[config.mk]
export PLATFORM = sky130hd
export DESIGN_NAME = puf_response_collector
export DESIGN_NICKNAME = d
export VERILOG_FILES = /design/src/rtl/puf_pkg.sv /design/src/rtl/puf_lfsr.sv /design/src/rtl/puf_response_collector.sv
export SDC_FILE = /design/constraint.sdc
export NUM_CORES = 1
export LEC_CHECK = 0
export ABC_AREA = 1
export BUFFER_PORTS_ARGS = -buffer_cell sky130_fd_sc_hd__buf_2
export CORE_MARGIN = 3
export CORE_UTILIZATION = 25
export DETAILED_ROUTE_END_ITERATION = 12
export GPL_ROUTABILITY_DRIVEN = 0
export MAX_ROUTING_LAYER = met4
export PLACE_DENSITY = 0.45
export SLEW_MARGIN = 20
export SYNTH_ARGS = -nofsm -noshare
export SYNTH_HDL_FRONTEND = slang
export SYNTH_SLANG_ARGS = --single-unit
[constraint.sdc]
create_clock -name clk -period 1.7 [get_ports clk]
set_input_delay 0.255 -clock clk [delete_from_list [all_inputs] [get_ports clk]]
set_output_delay 0.255 -clock clk [all_outputs]
set_load 0.02 [all_outputs]
[src/rtl/puf_pkg.sv]
// Shared definitions for the arbiter PUF block and its challenge/response harvester.
package puf_pkg;

    localparam int         C_LENGTH  = 8;
    // Feedback taps c[7], c[5], c[4], c[3] of the 8-bit Fibonacci LFSR.
    localparam logic [7:0] LFSR_TAPS = 8'b1011_1000;

    typedef enum logic [2:0] {
        ST_IDLE   = 3'd0,
        ST_APPLY  = 3'd1,
        ST_FIRE   = 3'd2,
        ST_SETTLE = 3'd3,
        ST_SAMPLE = 3'd4,
        ST_VOTE   = 3'd5,
        ST_OUT    = 3'd6
    } state_t;

    function automatic logic [7:0] lfsr_next(input logic [7:0] c);
        return {c[6:0], ^(c & LFSR_TAPS)};
    endfunction

endpackage

[src/rtl/puf_lfsr.sv]
// 8-bit Fibonacci LFSR challenge generator with load, zero-seed substitution and step enable.
module puf_lfsr #(
    parameter logic [7:0] SEED = 8'hA5
) (
    input  logic       i_clk,
    input  logic       i_rst,
    input  logic       i_load,
    input  logic [7:0] i_seed,
    input  logic       i_step,
    output logic [7:0] o_value
);
    import puf_pkg::*;

    logic [7:0] r_value;

    // An all-zero state would lock the LFSR, so a zero load falls back to SEED.
    always_ff @(posedge i_clk or posedge i_rst) begin
        if (i_rst) begin
            r_value <= SEED;
        end else if (i_load) begin
            r_value <= (i_seed == 8'd0) ? SEED : i_seed;
        end else if (i_step) begin
            r_value <= lfsr_next(r_value);
        end
    end

    assign o_value = r_value;

endmodule

[src/rtl/puf_response_collector.sv]
// Drives challenges and excitation pulses into the arbiter PUF, majority-votes the
// synchronised response per challenge and packs eight voted bits into a byte.
// Output handshake: resp_byte transfers on a cycle where resp_valid & resp_ready;
// resp_valid stays high and resp_byte stays unchanged until that cycle.
module puf_response_collector #(
    parameter int         C_LENGTH = puf_pkg::C_LENGTH,
    parameter int         VOTES    = 5,
    parameter int         SETTLE   = 4,
    parameter logic [7:0] SEED     = 8'hA5
) (
    input  logic                clk,
    input  logic                rst,
    input  logic                start,
    input  logic                seed_load,
    input  logic [7:0]          seed,
    output logic [C_LENGTH-1:0] challenge,
    output logic                excite,
    input  logic                response,
    output logic [7:0]          resp_byte,
    output logic                resp_valid,
    input  logic                resp_ready,
    output logic                busy,
    output logic [2:0]          dbg_state
);
    import puf_pkg::*;

    localparam int              SW          = (SETTLE > 1) ? $clog2(SETTLE) : 1;
    localparam logic [SW-1:0]   SETTLE_LAST = SW'(SETTLE - 1);
    localparam logic [3:0]      VOTE_LAST   = 4'(VOTES - 1);
    localparam logic [3:0]      MAJORITY    = 4'(VOTES / 2);

    state_t        r_state;
    logic          r_resp_meta;
    logic          r_resp_s;
    logic [SW-1:0] r_settle_cnt;
    logic [3:0]    r_vote_cnt;
    logic [3:0]    r_ones_cnt;
    logic [2:0]    r_bit_cnt;
    logic          r_excite;
    logic          r_resp_valid;
    logic          r_busy;
    logic [7:0]    r_resp_byte;

    logic [7:0]    w_lfsr;
    logic          w_load;
    logic          w_step;

    // Seed loads land in the same edge as start, so the first challenge is the loaded seed.
    assign w_load = (r_state == ST_IDLE) && seed_load;
    assign w_step = (r_state == ST_VOTE);

    puf_lfsr #(.SEED(SEED)) u_lfsr (
        .i_clk   (clk),
        .i_rst   (rst),
        .i_load  (w_load),
        .i_seed  (seed),
        .i_step  (w_step),
        .o_value (w_lfsr)
    );

    always_ff @(posedge clk or posedge rst) begin
        if (rst) begin
            r_state      <= ST_IDLE;
            r_resp_meta  <= 1'b0;
            r_resp_s     <= 1'b0;
            r_settle_cnt <= '0;
            r_vote_cnt   <= '0;
            r_ones_cnt   <= '0;
            r_bit_cnt    <= '0;
            r_excite     <= 1'b0;
            r_resp_valid <= 1'b0;
            r_busy       <= 1'b0;
            r_resp_byte  <= '0;
        end else begin
            r_resp_meta <= response;
            r_resp_s    <= r_resp_meta;
            case (r_state)
                ST_IDLE: begin
                    r_bit_cnt  <= '0;
                    r_vote_cnt <= '0;
                    r_ones_cnt <= '0;
                    if (start) begin
                        r_state <= ST_APPLY;
                        r_busy  <= 1'b1;
                    end
                end
                ST_APPLY: begin
                    r_state  <= ST_FIRE;
                    r_excite <= 1'b1;
                end
                ST_FIRE: begin
                    r_state  <= ST_SETTLE;
                    r_excite <= 1'b0;
                end
                ST_SETTLE: begin
                    if (r_settle_cnt == SETTLE_LAST) begin
                        r_settle_cnt <= '0;
                        r_state      <= ST_SAMPLE;
                    end else begin
                        r_settle_cnt <= r_settle_cnt + 1'b1;
                    end
                end
                ST_SAMPLE: begin
                    r_ones_cnt <= r_ones_cnt + {3'b000, r_resp_s};
                    r_vote_cnt <= r_vote_cnt + 4'd1;
                    r_state    <= (r_vote_cnt < VOTE_LAST) ? ST_APPLY : ST_VOTE;
                end
                ST_VOTE: begin
                    r_resp_byte[r_bit_cnt] <= (r_ones_cnt > MAJORITY);
                    r_vote_cnt <= '0;
                    r_ones_cnt <= '0;
                    if (r_bit_cnt == 3'd7) begin
                        r_state      <= ST_OUT;
                        r_resp_valid <= 1'b1;
                    end else begin
                        r_bit_cnt <= r_bit_cnt + 3'd1;
                        r_state   <= ST_APPLY;
                    end
                end
                ST_OUT: begin
                    if (resp_ready) begin
                        r_resp_valid <= 1'b0;
                        r_busy       <= 1'b0;
                        r_state      <= ST_IDLE;
                    end
                end
                default: r_state <= ST_IDLE;
            endcase
        end
    end

    assign challenge  = w_lfsr;
    assign excite     = r_excite;
    assign resp_byte  = r_resp_byte;
    assign resp_valid = r_resp_valid;
    assign busy       = r_busy;
    assign dbg_state  = r_state;

endmodule

Yosys cells after proc, flatten, opt, wreduce, memory -nomap -nowiden. Index checks and enable logic that the tools add are counted.

Register bits after elaboration: 37. Bits of input ports: 14. Output and inout bits: 22. Logic and storage cells: 72.

$add $sub $neg: 4. Magnitude comparators: 4. Equality and inequality tests: 13. Mux-type cells: 23. Reduce and logical (&&, ||, !) cells: 16.

Operators with widths (number): 2-to-1 mux 8 bit (3); case mux 3 bit (7 select lines) (1); 2-to-1 mux 3 bit (6); case mux 4 bit (2 select lines) (2); equality test 3 bit, second input constant (4); nonzero test 2 bit (6); != test 2 bit, second input constant (5); AND reduction 3 bit (3); bitwise mux 8 bit (1); logical NOT 8 bit (1); parity 8 bit (1); equality test 3 x 2 -> 1 bit, second input constant (2); case mux 1 bit (2 select lines) (3); case mux 3 bit (2 select lines) (1); adder 4 x 1 -> 4 bit (1); adder 4 x 1 -> 4 bit, second input constant (1); greater-than comparator 4 x 2 -> 1 bit, second input constant (1); less-than comparator 3 x 4 -> 1 bit, second input constant (1); less-than comparator 4 x 3 -> 1 bit, second input constant (1); 2-to-1 mux 1 bit (4); adder 3 x 1 -> 3 bit, second input constant (1); demux 1 bit (select 3 bit) (1); equality test 3 x 1 -> 1 bit, second input constant (1); greater-or-equal comparator 3 x 1 -> 1 bit, second input constant (1); 7 further kinds (8).

Longest topological paths before layout.
Depth after elaboration: 5. Mapped depth: 9. Mapped depth without buffers: 7.

Hierarchy. A second synthesis with hierarchy kept.

Cell total of the unflattened synthesis: 240. Area, all modules: 1923.1 µm².

By module, submodules not included: puf_response_collector (instances 1, cells an instance 172, area each 1432.6 µm², sequential area each 725.7 µm²); puf_lfsr (instances 1, cells an instance 68, area each 490.5 µm², sequential area each 205.2 µm²).

Worst setup path after synthesis. Ideal clock, no wire load.

Kind: reg-to-reg. From: reg r_bit_cnt[0]. To: reg r_bit_cnt[0]. Library setup time: 0.136 ns. Arrival time: 1.214 ns. Required time: 1.564 ns. Slack: 0.350 ns. Cell stages (with the launch flop): 7. Path buffers: 0. Period minus slack after synthesis: 1.350 ns. Path through: dfrtp_1 ha_1 ha_1 nand2_1 nand2_1 nand2_1 o21ai_0.

Cells in the longest elaborated chain, start to end: 3. Elaborated cells on any way between the ends: 6. Those cells by class: 1 x add/sub; 2 x eq/ne; 2 x mux; 1 x reduce/logical.

RTL lines: start, declared (RTL line puf_response_collector.sv:38) `logic [2:0] r_bit_cnt;`; start signal, assigned (RTL line puf_response_collector.sv:116) `r_bit_cnt <= r_bit_cnt + 3'd1;`; adder 3 x 1 -> 3 bit / equality test 3 bit (equally long branches) (RTL line puf_response_collector.sv:116, puf_response_collector.sv:112); 2-to-1 mux 3 bit / != test 2 bit (equally long branches); case mux 3 bit (2 select lines) / AND reduction 2 bit (equally long branches).

Parallel ways exist; a longest one is shown, timed or not. The select of a mux whose other input is x is not followed. A chain may end at the register's enable or synchronous reset.

Final worst setup path.
From: reg r_state[1] (netlist: dbg_state[1]). To: reg r_resp_byte[3] (netlist: resp_byte[3]).

Cells in the longest elaborated chain, start to end: 1.

RTL lines: start, declared (RTL line puf_response_collector.sv:32) `state_t r_state;`; start signal, assigned (RTL line puf_response_collector.sv:106) `r_state <= (r_vote_cnt < VOTE_LAST) ? ST_APPLY : ST_VOTE;`; equality test 3 bit (RTL line puf_response_collector.sv:77) `case (r_state)`; end signal, assigned by index (RTL line puf_response_collector.sv:109) `r_resp_byte[r_bit_cnt] <= (r_ones_cnt > MAJORITY);`; end, declared (RTL line puf_response_collector.sv:42) `logic [7:0] r_resp_byte;`.

Every way passes these cells.

==> metrics.yaml <==
clock.fmax_mhz: 696.8
die_area_mm2: 0.008711
met1_length_um: 2097
place_hpwl_um: 3175
postSynthCellCount: 237
portBuffers: 35
slew_headroom_pct: 67.68
clock_sinks: 37
maxCapViolations: 0
max-vdd-ir-drop_mv: 0.3611
worst_pin_slew_ps: 484.7
power_density_mw_per_mm2: 695.0
required_ps: 1870
cts_tree: "done"
drt_pass1_iterations: 4
setup_viol: 0
ys_ff_latch: 37
finalCoreUtilization_pct: 31.32
antenna-diode-count: 0
finalCritPeriodShare_pct: 84.42
clk_pin_slew_worst_paths_ps: 80
wl_met3_um: 268
post_cts_buffers: 0
nNetsFinal: 301
initial_utilization_pct: 26.01
crit_path_start_kind: "flip-flop"
insertion_delay_ps: 290
chipHeight_um: 93.34
grt_usage_pct: 11.25
rsz0062_at_grt: "no"
antenna_found_initial: 0
final_cell_mix: "nand2_1 (80), buf_2 (35), dfrtp_1 (33)"
arrival_ps: 1610
top_layer_used: "met4"
overflow: 0
vias: 1635
p_total_w: 0.001596
p_leak_nw: 1.215
root_buffer: "clkbuf_8"
wl_um: 4316
period_minus_slack_ps: 1435
ios: 36
fp.coreArea_mm2: 0.007331
vias_per_cell: 4.291
wl_met2_um: 1904
area_growth_pct: 20.41
syn_area_per_cell_um2: 8.046
wl_per_cell_um: 11.33
drive_gt1_share_pct: 22.34
timing.critical_path.slowest_stage_cell: "dfrtp_1"
multiInputGateArea_um2: 825.8
critPathKind: "reg2reg"
fin_worst_skew_ps: 7.695
dp.cells: 373
seq_area_frac_synth_pct: 48.82
final_cells: 381
endpoint_kind: "flip-flop"
timing.final.max_slew_violations: 0
nFillCells: 783
grt_max_degree: 38
drtIter0Drc: 118
hold_class: "in2async"
cpPeakStageDelay_ps: 490
cts_made_buffers: 5
antenna_left: 0
crit_chain: "inv_1 > nand3_2 > inv_1 > nand2_1 > o21ai_0 > nand2_1"
fin_tns_setup_ps: 0
rows: 31
h-tree-depth: 2
grt_pass1_wl_um: 7659
yosysWarnings: 0
fin_hold_ws_ps: 62.63
syn_area_mm2: 0.001907
regArea_um2: 930.9
outcome: "complete, no violations"
drc: 0
cts_resized: 0
cp_max_fo: 9
final_common_cell: "nand2_1"
grt_pass1_vias: 1691
cts.path.max_buffers: 2
die_w_um: 93.34
synth.distinct_cells: 25
postCtsHoldBufs: 0
hold_viol: 0
syn_nets: 257
[routing by layer]
metal / track usage (%) / vias to the layer above
met2: 18.11 / 48
li1: - / 845
met1: 14.08 / 738
met5: - / -
met3: 2.896 / 4
met4: 3.053 / 0
[cell usage after synthesis (all sizes together)]
master | number | area share, %
a21oi | 1 | 0.26
a22o | 1 | 0.46
buf | 3 | 1.6
dfrtp | 33 | 43
dfstp | 4 | 5.5
ha | 6 | 3.9
inv | 32 | 6.3
mux2 | 1 | 0.59
nand2 | 80 | 16
nand3 | 16 | 4.7
nand4 | 3 | 0.98
nor2 | 15 | 4.5
o211ai | 1 | 0.39
o21ai | 35 | 9.2
o31ai | 1 | 0.39
or2 | 1 | 0.33
xnor2 | 2 | 0.92
xor2 | 2 | 0.92
[cells by family (layout without fill, tap and decap cells)]
logic type	Yosys count	count (layout)	share of synthesized area, %
buf+inv	35	80	7.874
compound gates	39	39	10.70
mux	1	1	0.5905
fa+ha+maj	6	6	3.937
xor+xnor	4	4	1.838
flops	37	37	48.82
simple gates	115	115	26.25
[cell type report]
class | instances | share of cell area (%)
sequential | 37 | 40.55
multi-input combinational | 165 | 35.97
timing repair buffer | 40 | 9.264
tap | 99 | 5.395
inverter | 32 | 5.232
clock buffer | 6 | 3.161
clock inverter | 2 | 0.4360
[critical path: cells and delay by family (launching register included)]
| family | cells | cell delay (ps) |
|---|---|---|
| and+or+nand+nor | 3 | 330 |
| AOI/OAI and AO/OA | 1 | 190 |
| DFF | 1 | 490 |
| buffers and inverters | 2 | 300 |
[where the power goes]
| part | leakage [nW] | internal, W | switching, W |
|---|---|---|---|
| Clock | 0.0450 | 0.000284 | 0.000310 |
| Sequential | 0.445 | 0.000897 | 0.00000840 |
| Combinational | 0.725 | 0.0000344 | 0.0000613 |
[flip-flops by register name, summed over array words and instances (netlist names)]
signal and count:
r_settle_cnt 2, busy 1, excite 1, u_lfsr.o_value 8
r_vote_cnt 4, resp_byte 8, resp_valid 1, r_ones_cnt 4
dbg_state 3, r_resp_meta 1, r_bit_cnt 3, r_resp_s 1
[path summary, 6_finish.rpt]
check	startpoint	to	slack, ps	cells after the start
min	rst	resp_byte[2]	60	3
max in group asynchronous	rst	u_lfsr.o_value[5]	1270	3
min in group clk	response	r_resp_meta	70	1
min reg2reg	r_resp_meta	r_resp_s	350	0
max	dbg_state[1]	resp_byte[3]	260	6
max reg2reg	dbg_state[1]	resp_byte[3]	260	6
[stage by stage]
step	area [um2]	setup slack (ps)
after detailed placement	2213	288.2
after global routing	2296	69.91
after CTS	2296	267.0
after floorplan	1907	350.4
after global placement	2213	320.7
final	2296	264.9
No activity file was read; power rests on OpenSTA's default activity.
